**config.mk**
```make
export PLATFORM = sky130hd
export DESIGN_NAME = dmem_bridge
export DESIGN_NICKNAME = d
export VERILOG_FILES = /design/src/rtl/dmem_pkg.sv /design/src/rtl/dmem_align.sv /design/src/rtl/dmem_bridge.sv
export SDC_FILE = /design/constraint.sdc
export NUM_CORES = 1
export LEC_CHECK = 0
export BUFFER_PORTS_ARGS = -buffer_cell sky130_fd_sc_hd__buf_4
export CAP_MARGIN = 20
export CORE_MARGIN = 4
export CORE_UTILIZATION = 49
export DETAILED_ROUTE_END_ITERATION = 8
export MAX_ROUTING_LAYER = met4
export PLACE_DENSITY = 0.85
export REMOVE_ABC_BUFFERS = 1
export SYNTH_ARGS = -nofsm -noshare
export SYNTH_HDL_FRONTEND = slang
export SYNTH_SLANG_ARGS = --single-unit
```
**constraint.sdc**
```tcl
create_clock -name clk -period 1.9 [get_ports clk]
set_input_delay 0.19 -clock clk [delete_from_list [all_inputs] [get_ports clk]]
set_output_delay 0.19 -clock clk [all_outputs]
set_load 0.005 [all_outputs]
```
**src/rtl/dmem_pkg.sv**
```systemverilog
// Shared types and constants for the data-memory bridge.
// The optional bus watchdog is enabled by defining DMEM_BRIDGE_TIMEOUT_EN.
package dmem_pkg;

  typedef enum logic [1:0] {
    BYTE = 2'b00,
    HALF = 2'b01,
    WORD = 2'b10
  } mem_size_t;

  typedef enum logic {
    IDLE = 1'b0,
    BUS  = 1'b1
  } bridge_state_t;

  localparam logic [31:0] TIMEOUT_DATA = 32'hDEAD_BEEF;

endpackage

```
**src/rtl/dmem_align.sv**
```systemverilog
// Combinational lane logic: byte strobes, replicated write data,
// misaligned/illegal detection and the read-data shift amount.
module dmem_align
  import dmem_pkg::*;
(
  input  logic [1:0]  addr_lo,
  input  logic [2:0]  mode,
  input  logic [31:0] data,
  output logic [3:0]  be,
  output logic [31:0] wdata,
  output logic        bad,
  output logic [4:0]  shift
);

  mem_size_t size;

  always_comb begin
    size  = mem_size_t'(mode[1:0]);
    be    = 4'b0000;
    wdata = data;
    bad   = 1'b1;
    shift = {addr_lo, 3'b000};
    // mode[2] set or size 2'b11 leaves bad asserted
    if (!mode[2]) begin
      case (size)
        BYTE: begin
          be    = 4'b0001 << addr_lo;
          wdata = {4{data[7:0]}};
          bad   = 1'b0;
        end
        HALF: begin
          be    = 4'b0011 << addr_lo;
          wdata = {2{data[15:0]}};
          bad   = addr_lo[0];
        end
        WORD: begin
          be    = 4'b1111;
          bad   = (addr_lo != 2'b00);
        end
        default: ;
      endcase
    end
  end

endmodule

```
**src/rtl/dmem_bridge.sv**
```systemverilog
// Core data-memory port to word-wide req/ack bus bridge.
// Define DMEM_BRIDGE_TIMEOUT_EN to add the bus watchdog and the bus_timeout output.
module dmem_bridge
  import dmem_pkg::*;
#(
  parameter int ADDR_W         = 32,
  parameter int TIMEOUT_CYCLES = 255
) (
  input  logic              clk,
  input  logic              reset_n,
  input  logic              core_enable,
  input  logic [ADDR_W-1:0] core_address,
  input  logic [31:0]       core_write_data,
  input  logic              core_write_enable,
  input  logic [2:0]        core_write_mode,
  input  logic              core_read_enable,
  input  logic [2:0]        core_read_mode,
  output logic [31:0]       core_read_data,
  output logic              core_wait,
  output logic              misaligned,
  output logic              bus_req,
  output logic              bus_we,
  output logic [ADDR_W-1:0] bus_addr,
  output logic [31:0]       bus_wdata,
  output logic [3:0]        bus_be,
  input  logic              bus_ack,
  input  logic [31:0]       bus_rdata
`ifdef DMEM_BRIDGE_TIMEOUT_EN
  ,
  output logic              bus_timeout
`endif
);

  if (TIMEOUT_CYCLES < 1) begin : g_bad_timeout
    $error("TIMEOUT_CYCLES must be at least 1");
  end

  // Handshake: bus_req rises the cycle after a request is accepted and the
  // address/strobes/data hold until the cycle in which bus_ack is high.
  bridge_state_t state;
  logic [4:0]    rd_shift;
  logic [31:0]   hold;
  logic [31:0]   rd_shifted;
  logic          accept;
  logic          take;
  logic          ack_cycle;
  logic [2:0]    req_mode;
  logic [3:0]    al_be;
  logic [31:0]   al_wdata;
  logic          al_bad;
  logic [4:0]    al_shift;
  logic          unused_mode_bit;

  assign unused_mode_bit = core_read_mode[2];

  assign accept     = core_enable && (core_write_enable || core_read_enable);
  assign ack_cycle  = (state == BUS) && bus_ack;
  // Requests arriving while stalled in BUS are ignored; only the ack cycle can chain.
  assign take       = accept && ((state == IDLE) || bus_ack);
  assign req_mode   = core_write_enable ? core_write_mode : {1'b0, core_read_mode[1:0]};
  assign rd_shifted = bus_rdata >> rd_shift;

  assign core_wait      = (state == BUS) && !bus_ack;
  assign core_read_data = (ack_cycle && !bus_we) ? rd_shifted : hold;

  dmem_align u_align (
    .addr_lo (core_address[1:0]),
    .mode    (req_mode),
    .data    (core_write_data),
    .be      (al_be),
    .wdata   (al_wdata),
    .bad     (al_bad),
    .shift   (al_shift)
  );

`ifdef DMEM_BRIDGE_TIMEOUT_EN
  localparam int CNT_W = $clog2(TIMEOUT_CYCLES + 1);
  logic [CNT_W-1:0] cnt;
`endif

  always_ff @(posedge clk or negedge reset_n) begin
    if (!reset_n) begin
      state      <= IDLE;
      bus_req    <= 1'b0;
      bus_we     <= 1'b0;
      bus_addr   <= '0;
      bus_wdata  <= '0;
      bus_be     <= '0;
      misaligned <= 1'b0;
      hold       <= '0;
      rd_shift   <= '0;
`ifdef DMEM_BRIDGE_TIMEOUT_EN
      cnt         <= '0;
      bus_timeout <= 1'b0;
`endif
    end else begin
      misaligned <= 1'b0;
`ifdef DMEM_BRIDGE_TIMEOUT_EN
      bus_timeout <= 1'b0;
`endif
      if (ack_cycle && !bus_we)
        hold <= rd_shifted;
      if (take) begin
        if (al_bad) begin
          misaligned <= 1'b1;
          state      <= IDLE;
          bus_req    <= 1'b0;
          if (!core_write_enable)
            hold <= '0;
        end else begin
          state     <= BUS;
          bus_req   <= 1'b1;
          bus_we    <= core_write_enable;
          bus_addr  <= {core_address[ADDR_W-1:2], 2'b00};
          bus_wdata <= al_wdata;
          bus_be    <= al_be;
          rd_shift  <= al_shift;
`ifdef DMEM_BRIDGE_TIMEOUT_EN
          cnt       <= '0;
`endif
        end
      end else if (ack_cycle) begin
        state   <= IDLE;
        bus_req <= 1'b0;
      end
`ifdef DMEM_BRIDGE_TIMEOUT_EN
      else if (state == BUS) begin
        if (cnt == CNT_W'(TIMEOUT_CYCLES - 1)) begin
          state       <= IDLE;
          bus_req     <= 1'b0;
          bus_timeout <= 1'b1;
          if (!bus_we)
            hold <= TIMEOUT_DATA;
        end else begin
          cnt <= cnt + 1'b1;
        end
      end
`endif
    end
  end

endmodule

```
==> metrics.txt <==
worst reg-to-reg setup slack 0.09 ns; Worst Setup End Kind output port; CTS tree done; Critical Path Start rd_shift[4]; R2R cell count 5; CP max-delay cell dfrtp_2; vias per cell 5.423; initial antenna violation count 0; Storage cell area 0.002579 mm^2; worst reg2reg endpoint bus_addr[3]; CP bufs+invs 2; worst r2r src state; Final Max Tran Viols 0; largest family of logic cells by synthesized area multiplexers; minimum clock period 2.074 ns; WL final 16.57 mm; Req. time, crit path 1.71 ns; TritonCTS Buffers 9; commonest non-fill, non-tap cell in the layout buf_4; Max clock buf depth 2; status finished, violations left; DR DRC count 0; gpl congestion 0.9092; Die Width 113.5 um; gr usage total 22.79%; unrepaired setup endpoints after global routing true; most frequent cells in the layout 234 x buf_4, 102 x dfrtp_1, 70 x mux2_4; vias in the first global route 4,471; flip-flop and latch count after synthesis 103; Die Area 0.01289 mm^2; clock root buffer master clkbuf_8; worst vdd ir 0.0005895 V; Async SR Flop Fraction 100.0%; worst hold path class in2reg; P per Cell Area 1026 mW/mm^2; Worst path top cell family by delay flip-flops; Setup Skew 0.007290 ns; Final Hold Vio Count 0; violated checks setup timing; placeable core region 0.01089 mm^2; adder-cell share of the synthesized area 0%; leakage 0.004051 uW; DRT Pass-1 Iters 4; hold slack 0.05256 ns; Worst Setup Start Kind flip-flop; largest net degree at the start of global routing 58; Rows 38; synth warn 0; Area Growth Syn to Fin 46.00%; Syn Std Cell Area 0.005456 mm^2; simple-gate share of the synthesized area 5.756%; Nets 791; post-detail-place hpwl 10.77 mm; crit path to core_read_data[5]; H-tree lvl count 3; hold path cells 2; Slew headroom 67.60%; worst slew pin tran 0.4726 ns; I/O pins 212; Post-synth top flop dfrtp_1; PnR worst setup slack -0.1745 ns; Starting DRT DRC Count 319; dpl cell area 0.007203 mm^2; Starting Density 50.11%; worst stage delay on the critical path 0.45 ns; post-synthesis xor/xnor area fraction 0%; post-synthesis mux area share 30.84%; register area share after synthesis 47.24%; synth top area cells dfrtp_1 47%, mux2_4 19%, mux2i_1 7.3%; Yosys top cell area share 47.24%; DR WL/cell 20.01 um; die height 113.5 um; maxcap violations 0; Netlist cell types 34; Clock Sinks 103; Compound-Gate Fraction of Synth Area 10.50%; # placed instances 784; Levels on crit path 5; CP Class reg2out; Critical Path, Cell by Cell buf_12, mux2_2, o211ai_1, nand2_1, buf_4; crit-path max FO 13; clock slew at reported path FFs 0.10 ns; Setup WS pre-CTS 0.05979 ns; endpoints failing setup 17; cells after synthesis 450; fillers 725; Non-Filler Instances 828; multi-input logic area 0.002814 mm^2; Data arrival, critical path 1.88 ns; Post-synth EDFFs 0; fin crit share 109.2%; leading area contributor after synthesis dfrtp_1; IO buf count 208; clock latency on the worst-skew pair 0.36 ns; layout cells sized above 1 57.56%; GR Overflow Total 0; number of antenna repair diodes 0; design area 0.007966 mm^2; synthesized area per cell 12.13 um^2; Vias 4,490; post-route ant nets 0; wire length of the first global-routing pass 22.83 mm; fmax 482.1 MHz
[kinds of logic after synthesis]
family                 count (synthesis)
other                                  1
multiplexers                         131
AO/OA/AOI/OAI                         82
buffers and inverters                 58
flip-flops                           103
AND/OR/NAND/NOR                       75
[registers in the layout, summed over array words and instances, names as in the netlist]
| signal | count |
|---|---|
| hold | 32 |
| bus_be | 4 |
| bus_we | 1 |
| state | 1 |
| bus_addr | 30 |
| misaligned | 1 |
| rd_shift | 2 |
| bus_wdata | 32 |
[repair_timing]
| item | 4_1_cts | 5_1_grt |
|---|---|---|
| cloned | 0 | 6 |
| setup buffers | 1 | 20 |
| pin swaps | 2 | 10 |
| hold endpoints to repair | 19 | 0 |
| hold buffers | 1 | 0 |
| endpoints found under the setup margin | 30 | 41 |
| gates resized for setup | 21 | 60 |
[cell usage after synthesis (all sizes together) (7+ instances only)]
cell type,count
mux2i,41
a21boi,25
dfrtp,103
mux2,90
o31ai,8
buf,21
nor2,7
o211ai,8
o21ai,12
inv,24
o2bb2ai,8
nand2,57
clkbuf,13
a21oi,10
a22oi,8
[how the worst min path moves through the flow]
| stage | start | to | slack [ns] |
|---|---|---|---|
| 2_1_floorplan | reset_n | bus_addr[10] | -0.11 |
| 3_3_place_gp | reset_n | hold[2] | 0.09 |
| 3_5_place_dp | reset_n | hold[2] | 0.09 |
| 4_1_cts | core_address[17] | bus_addr[17] | 0.03 |
| 5_1_grt | core_address[16] | bus_addr[16] | 0.02 |
| 6_report | core_address[18] | bus_addr[18] | 0.05 |
[metrics by stage]
step | total power [uW] | util (%) | TNS [ns]
final | 8175 | 73.17 | -0.9873
after global routing | 8604 | 73.17 | -3.412
after CTS | 7690 | 68.34 | -1.107
after detailed placement | 6249 | 66.16 | 0
after global placement | 6130 | 66.16 | 0
after floorplan | 4599 | - | -146.94
[layout make-up]
class	instances	share of cell area (%)
clock buffer	11	1.649
clock inverter	5	0.7225
inverter	24	1.131
multi-input combinational	290	35.32
sequential	103	32.37
tap	140	2.199
timing repair buffer	255	26.61
[layer usage]
metal  share of wire, %  global-route usage, %
met1                 40                  28.32
met2                 50                  37.34
met3                8.5                  5.623
met4                2.2                  6.170
met5                  0                      -
[power breakdown]
part | switching, uW | internal, uW
Combinational | 1430 | 2200
Clock | 745 | 615
Sequential | 391 | 2790
Total | 2570 | 5600
No activity file was read; power rests on OpenSTA's default activity.
